===== src/rtl/int_priority_controller.sv =====
// Fixed-priority interrupt controller: edge-detects sources, latches pending, hands one vector at a time to the CPU.
// Latency: source rise at edge k -> pending at edge k -> irq_valid after edge k+1; next request >= 1 cycle after done.
// Backpressure: a request is held (vector stable) until irq_ack; no new request until irq_done closes the ISR.
module int_priority_controller #(
    parameter int NUM_SRC      = 4,
    parameter int VECTOR_WIDTH = $clog2(NUM_SRC)
) (
    input  logic                    clk,
    input  logic                    rst_n,
    input  logic [NUM_SRC-1:0]      int_src,
    input  logic [NUM_SRC-1:0]      int_mask,
    input  logic                    global_en,
    output logic                    irq_valid,
    output logic [VECTOR_WIDTH-1:0] irq_vector,
    input  logic                    irq_ack,
    input  logic                    irq_done,
    output logic [NUM_SRC-1:0]      pending,
    output logic                    in_service
);

    typedef enum logic [1:0] {
        ST_IDLE    = 2'd0,
        ST_REQUEST = 2'd1,
        ST_SERVICE = 2'd2
    } state_t;

    state_t                  r_state;
    logic [NUM_SRC-1:0]      r_src_q;
    logic [NUM_SRC-1:0]      r_pending;
    logic [VECTOR_WIDTH-1:0] r_vector;
    logic                    r_valid;
    logic                    r_in_service;

    logic [NUM_SRC-1:0]      w_rise;
    logic [NUM_SRC-1:0]      w_set;
    logic [NUM_SRC-1:0]      w_clr;
    logic [NUM_SRC-1:0]      w_cand;
    logic [VECTOR_WIDTH-1:0] w_winner;
    logic                    w_any;

    assign w_rise = int_src & ~r_src_q;
    assign w_set  = w_rise & int_mask;
    assign w_cand = r_pending & int_mask;

    // Acknowledged vector's pending bit is cleared; only meaningful while a request is outstanding
    always_comb begin
        w_clr = '0;
        if (r_state == ST_REQUEST && irq_ack) begin
            w_clr[r_vector] = 1'b1;
        end
    end

    // Lowest-index enabled pending source wins (scan high to low so the lowest index is written last)
    always_comb begin
        w_winner = '0;
        w_any    = 1'b0;
        for (int i = NUM_SRC - 1; i >= 0; i--) begin
            if (w_cand[i]) begin
                w_winner = VECTOR_WIDTH'(i);
                w_any    = 1'b1;
            end
        end
    end

    // Edge-detect history and pending flags; a new rise beats a same-cycle ack clear
    always_ff @(posedge clk) begin
        if (!rst_n) begin
            r_src_q   <= '0;
            r_pending <= '0;
        end else begin
            r_src_q   <= int_src;
            r_pending <= (r_pending & ~w_clr) | w_set;
        end
    end

    // Request/service handshake FSM with registered valid, vector and in-service outputs
    always_ff @(posedge clk) begin
        if (!rst_n) begin
            r_state      <= ST_IDLE;
            r_vector     <= '0;
            r_valid      <= 1'b0;
            r_in_service <= 1'b0;
        end else begin
            case (r_state)
                ST_IDLE: begin
                    if (global_en && w_any) begin
                        r_state  <= ST_REQUEST;
                        r_vector <= w_winner;
                        r_valid  <= 1'b1;
                    end
                end
                ST_REQUEST: begin
                    // Mask or enable changes here do not withdraw the request
                    if (irq_ack) begin
                        r_state      <= ST_SERVICE;
                        r_valid      <= 1'b0;
                        r_in_service <= 1'b1;
                    end
                end
                ST_SERVICE: begin
                    if (irq_done) begin
                        r_state      <= ST_IDLE;
                        r_in_service <= 1'b0;
                    end
                end
                default: begin
                    r_state      <= ST_IDLE;
                    r_valid      <= 1'b0;
                    r_in_service <= 1'b0;
                end
            endcase
        end
    end

    assign irq_valid  = r_valid;
    assign irq_vector = r_vector;
    assign pending    = r_pending;
    assign in_service = r_in_service;

endmodule


===== config.mk =====
export PLATFORM = sky130hd
export DESIGN_NAME = int_priority_controller
export DESIGN_NICKNAME = d
export VERILOG_FILES = /design/src/rtl/int_priority_controller.sv
export SDC_FILE = /design/constraint.sdc
export NUM_CORES = 1
export LEC_CHECK = 0
export BUFFER_PORTS_ARGS = -buffer_cell sky130_fd_sc_hd__buf_2
export CAP_MARGIN = 10
export CORE_UTILIZATION = 35
export DETAILED_ROUTE_END_ITERATION = 7
export HOLD_SLACK_MARGIN = 0.12
export REMOVE_ABC_BUFFERS = 1
export SLEW_MARGIN = 25
export SYNTH_ARGS = -nofsm -noshare
export SYNTH_HDL_FRONTEND = slang
export SYNTH_SLANG_ARGS = --single-unit

===== constraint.sdc =====
create_clock -name clk -period 1.35 [get_ports clk]
set_input_delay 0.27 -clock clk [delete_from_list [all_inputs] [get_ports clk]]
set_output_delay 0.27 -clock clk [all_outputs]
set_load 0.01 [all_outputs]

# --- Word-level counts from Yosys, hierarchy flattened ---
# Cells that the tools add are included.
word_totals:
  reg_bits: 14
  latchBits: 0
  mem_bits_rw: 0
  romBits: 0
  input_bits: 13
  out_inout_bits: 8
  word_cells: 51
  mem_count: 0
op_classes:
  n_addsub: 0
  n_mul: 0
  div_mod_pow: 0
  magnitude_cmp: 2
  eq_ne: 5
  shift: 0
  mux: 21
  bitwise: 9
  reduce_logical: 8
ops:
  columns: ["op", "count"]
  rows:
  - ["bitwise AND 4 bit", 4]
  - ["2-to-1 mux 2 bit", 7]
  - ["2-to-1 mux 1 bit", 9]
  - ["AND reduction 3 bit", 3]
  - ["NOT 4 bit", 2]
  - ["!= test 2 bit, second input constant", 3]
  - ["case mux 1 bit (3 select lines)", 2]
  - ["case mux 2 bit (3 select lines)", 1]
  - ["2-to-1 mux 4 bit", 1]
  - ["OR 4 bit", 1]
  - ["logical AND 1 bit", 3]
  - ["< comparator 2 x 3 -> 1 bit, second input constant", 1]
  - ["demux 1 bit (select 2 bit)", 1]
  - ["equality test 2 x 1 -> 1 bit, second input constant", 1]
  - ["equality test 2 bit, second input constant", 1]
  - ["greater-or-equal comparator 2 x 1 -> 1 bit, second input constant", 1]
  - ["logical NOT 2 bit", 1]
  - ["NOT 1 bit", 2]
  - ["AND reduction 2 bit", 1]

# --- Depth between registers and ports, before layout ---
logic_depth:
  word_depth: 8
  ltp_mapped: 4

# --- Worst setup path after synthesis ---
# No wires, ideal clock.
synth_path:
  path_kind: "register to register"
  startpoint: "register r_pending[1] (netlist: pending[1])"
  endpoint: "register r_state[0]"
  setup_ns: 0.120
  t_arrival_ns: 0.906
  t_required_ns: 1.230
  setup_slack_ns: 0.323
  path_stages_with_launch: 5
  n_path_buf: 0
  period_less_slack_ns: 1.027
  path_cell_list: "dfxtp_1 a22oi_1 nand2b_4 a31oi_1 nor3b_1"
synth_between:
  elab_chain_cells: 6
synth_rtl:
  columns: ["element", "line", "text"]
  rows:
  - ["start: declaration", "29", "logic [NUM_SRC-1:0] r_pending;"]
  - ["start signal: assignment", "72", "r_pending <= (r_pending & ~w_clr) | w_set;"]
  - ["bitwise AND 4 bit", "43", "assign w_cand = r_pending & int_mask;"]
  - ["2-to-1 mux 1 bit (2 in series)", "58", "if (w_cand[i]) begin"]
  - ["logical AND 1 bit", "86", "if (global_en && w_any) begin"]
  - ["!= test 2 bit (no source line)", null, null]
  - ["AND reduction 3 bit (no source line)", null, null]
  - ["end signal: assignment", "87", "r_state <= ST_REQUEST;"]
  - ["end signal: assignment", "95", "r_state <= ST_SERVICE;"]
  - ["end signal: assignment", "102", "r_state <= ST_IDLE;"]
  - ["end: declaration", "27", "state_t r_state;"]
# No other way between the ends.
# A chain may end at the register's enable or synchronous reset.

# --- Worst setup path in the final report ---
layout_path:
  startpoint: "register r_vector[1] (netlist: irq_vector[1])"
  endpoint: "output irq_vector[1]"
layout_lines:
  columns: ["element", "line", "text"]
  rows:
  - ["start: declaration", "30", "logic [VECTOR_WIDTH-1:0] r_vector;"]
  - ["start signal: assignment", "88", "r_vector <= w_winner;"]
  - ["end: declaration", "14", "output logic [VECTOR_WIDTH-1:0] irq_vector,"]
# No word-level cell between the ends.

==> impl_metrics.tcl <==
set metrics [dict create \
    cts_htree_levels 1 \
    max_slew_margin 0.776 \
    num_antenna_cells 0 \
    cp_num_buf_inv 1 \
    ys_seq_area_frac 0.469 \
    hp-class "primary input to register" \
    crit_fanout 6 \
    syn_avg_cell_area_sq_um 8.80 \
    cts_resized 0 \
    nets 105 \
    io_pins 21 \
    worst-r2r-setup-slack_ns 0.28 \
    core-area_sq_um 1560 \
    gr-total-overflow 0 \
    drcViolationCount 2 \
    syn_area_sq_um 598 \
    clock-root-buffer "clkbuf_4" \
    arrival_ns 0.91 \
    use_met1 0.203 \
    wirelength_microns 1300 \
    post_cts.repair.setup_buffers 0 \
    synthDistinctLibCells 22 \
    cp_cell_sequence "buf_2" \
    synth_edf_count 0 \
    rr_startpoint "pending[1]$_SDFF_PN0_" \
    timing.setup.tns_ns 0 \
    cts_tree "built" \
    yosys_warnings 0 \
    start_util 0.384 \
    fin_crit_sh 0.877 \
    insertion_delay_ns 0.27 \
    period_minus_slack_ns 1.18 \
    whs_ns 0.203 \
    status "complete, but fails checks" \
    use_met2 0.242 \
    first_global_vias 512 \
    ff2ff_path_depth 4 \
    grt_pass1_wl_microns 2150 \
    fmax_mhz 845 \
    min_from "int_src[0]" \
    wire_per_inst_microns 12.2 \
    cpMaxStageDelayCell "dfxtp_1" \
    synth_top_area_share 0.469 \
    cts_buffers 3 \
    power-per-cell-area_nw_per_um2 1080 \
    yosys.cell_count.top_type "dfxtp_1" \
    min_path_cells 2 \
    grt_use_met3 0.0250 \
    required_ns 1.08 \
    ant_nets 0 \
    cts.sinks 14 \
    final_core_util 0.473 \
    die_y_microns 43.3 \
    cp-end-kind "output port" \
    slew_viol_final 0 \
    grt_max_degree 16 \
    hold_end "r_src_q[0]$_SDFF_PN0_" \
    skew_ns 0.0118 \
    clk_path_buf_depth 2 \
    async_flop_share 0 \
    setup_viol 0 \
    antenna_found_initial 0 \
    nFillCells 168 \
    critical-path-top-delay-family "flip-flops" \
    r2r_end "irq_vector[0]$_SDFFE_PN0P_" \
    gp_congestion 0.775 \
    vias 552 \
    drive_above_1_share 0.289 \
    cpPeakStageDelay_ns 0.47 \
    cap_violations 0 \
    path_class "register to output port" \
    clk_pin_slew_worst_paths_ns 0.08 \
    worst_slew_pin_slew_ns 0.336 \
    hold_viol 0 \
    synthTopCellsByArea "dfxtp_1 (47%), nand2_1 (7.5%), nor2_1 (6.3%)" \
    grt_busiest_layer "met2" \
    vdd_drop_max_uv 515 \
    dieArea_sq_um 1880 \
    ys_top_cells_by_count "dfxtp_1 (14), nand2_1 (12), nor2_1 (10)" \
    postSynthCellCount 68 \
    violations "DRC" \
    ctsHoldBuffers 0 \
    fin_ws_ns 0.166 \
    drtPass1Iterations 6 \
    rows 14 \
    synthToLayoutAreaGrowth_pct 23.2 \
    numPortBuffers 20 \
    avgViaCountPerCell 5.21 \
    pre_cts_ws_ns 0.218 \
    yosysTopAreaCell "dfxtp_1" \
    critPathLaunchType "register" \
    die_w_microns 43.3 \
    power_leakage_nw 0.337 \
    ys_seq_elements 14 \
    rsz0062_at_grt "false" \
    dpl.hpwl_microns 928 \
    track_usage 0.156 \
    first_iter_violations 14 \
    synthFlopType "dfxtp_1" \
]
==> metrics by stage <==
step           power, mW  area (sq um)  instances
3_5_place_dp       0.577           714        103
6_report           0.792           737        106
5_1_grt            0.837           737        106
2_1_floorplan      0.523           594         67
3_3_place_gp       0.576           714        103
4_1_cts            0.804           737        106
==> layout make-up <==
class                   count  area (sq um)  share of cell area
flip-flops and latches     14           280               0.380
well taps                  16          20.0              0.0272
multi-input cells          52           310               0.421
inverters                   1          3.75             0.00509
repair buffers             20           100               0.136
clock buffers               3          22.5              0.0306
==> registers in the layout (all words and copies together), names as in the netlist <==
| name | count |
|---|---|
| in_service | 1 |
| irq_valid | 1 |
| irq_vector | 2 |
| pending | 4 |
| r_src_q | 4 |
| r_state | 2 |
==> report_power, final <==
group	switching [mW]	internal (mW)
clock network	0.123	0.103
registers	0.0194	0.436
logic	0.0564	0.0546
total	0.199	0.594
==> kinds of logic after synthesis <==
family | after synthesis | synth area share
mux | 1 | 0.0167
flops | 14 | 0.469
buf+inv | 2 | 0.0125
simple gates | 35 | 0.331
compound gates | 16 | 0.172
==> layer usage <==
layer  vias up  part of all wire
met1       251              0.49
met3         2             0.039
li1        282                 -
met4         0            0.0069
met2        17              0.46
met5         -                 0
==> worst max-delay path by stage <==
stage | startpoint | end | slack [ns] | cells past startpoint
3_3_place_gp | int_mask[1] | r_state[0]$_SDFFE_PN0P_ | 0.22 | 5
4_1_cts | irq_vector[0]$_SDFFE_PN0P_ | irq_vector[0] | 0.15 | 1
5_1_grt | irq_vector[0]$_SDFFE_PN0P_ | irq_vector[0] | 0.11 | 1
6_report | irq_vector[1]$_SDFFE_PN0P_ | irq_vector[1] | 0.17 | 1
3_5_place_dp | int_mask[1] | r_state[0]$_SDFFE_PN0P_ | 0.22 | 5
2_1_floorplan | pending[1]$_SDFF_PN0_ | r_state[0]$_SDFFE_PN0P_ | 0.32 | 4
==> cell usage in the layout, fill, tap and decap left out <==
| cell | count |
|---|---|
| o21ai_0 | 7 |
| a31oi_1 | 1 |
| nor4b_2 | 1 |
| a32o_1 | 1 |
| nor4b_1 | 1 |
| nand2_1 | 12 |
| nor3b_1 | 1 |
| nor2_1 | 10 |
| nand3_1 | 1 |
| a21oi_1 | 1 |
| and2_1 | 5 |
| buf_2 | 20 |
| mux2i_1 | 1 |
| clkbuf_4 | 3 |
| dfxtp_1 | 14 |
| a22oi_1 | 1 |
| nand3b_4 | 1 |
| inv_1 | 1 |
| nor4_1 | 1 |
| nand2b_4 | 1 |
| a21boi_0 | 4 |
| nand3b_1 | 1 |
| a22o_1 | 1 |
No activity file was read; power rests on OpenSTA's default activity.
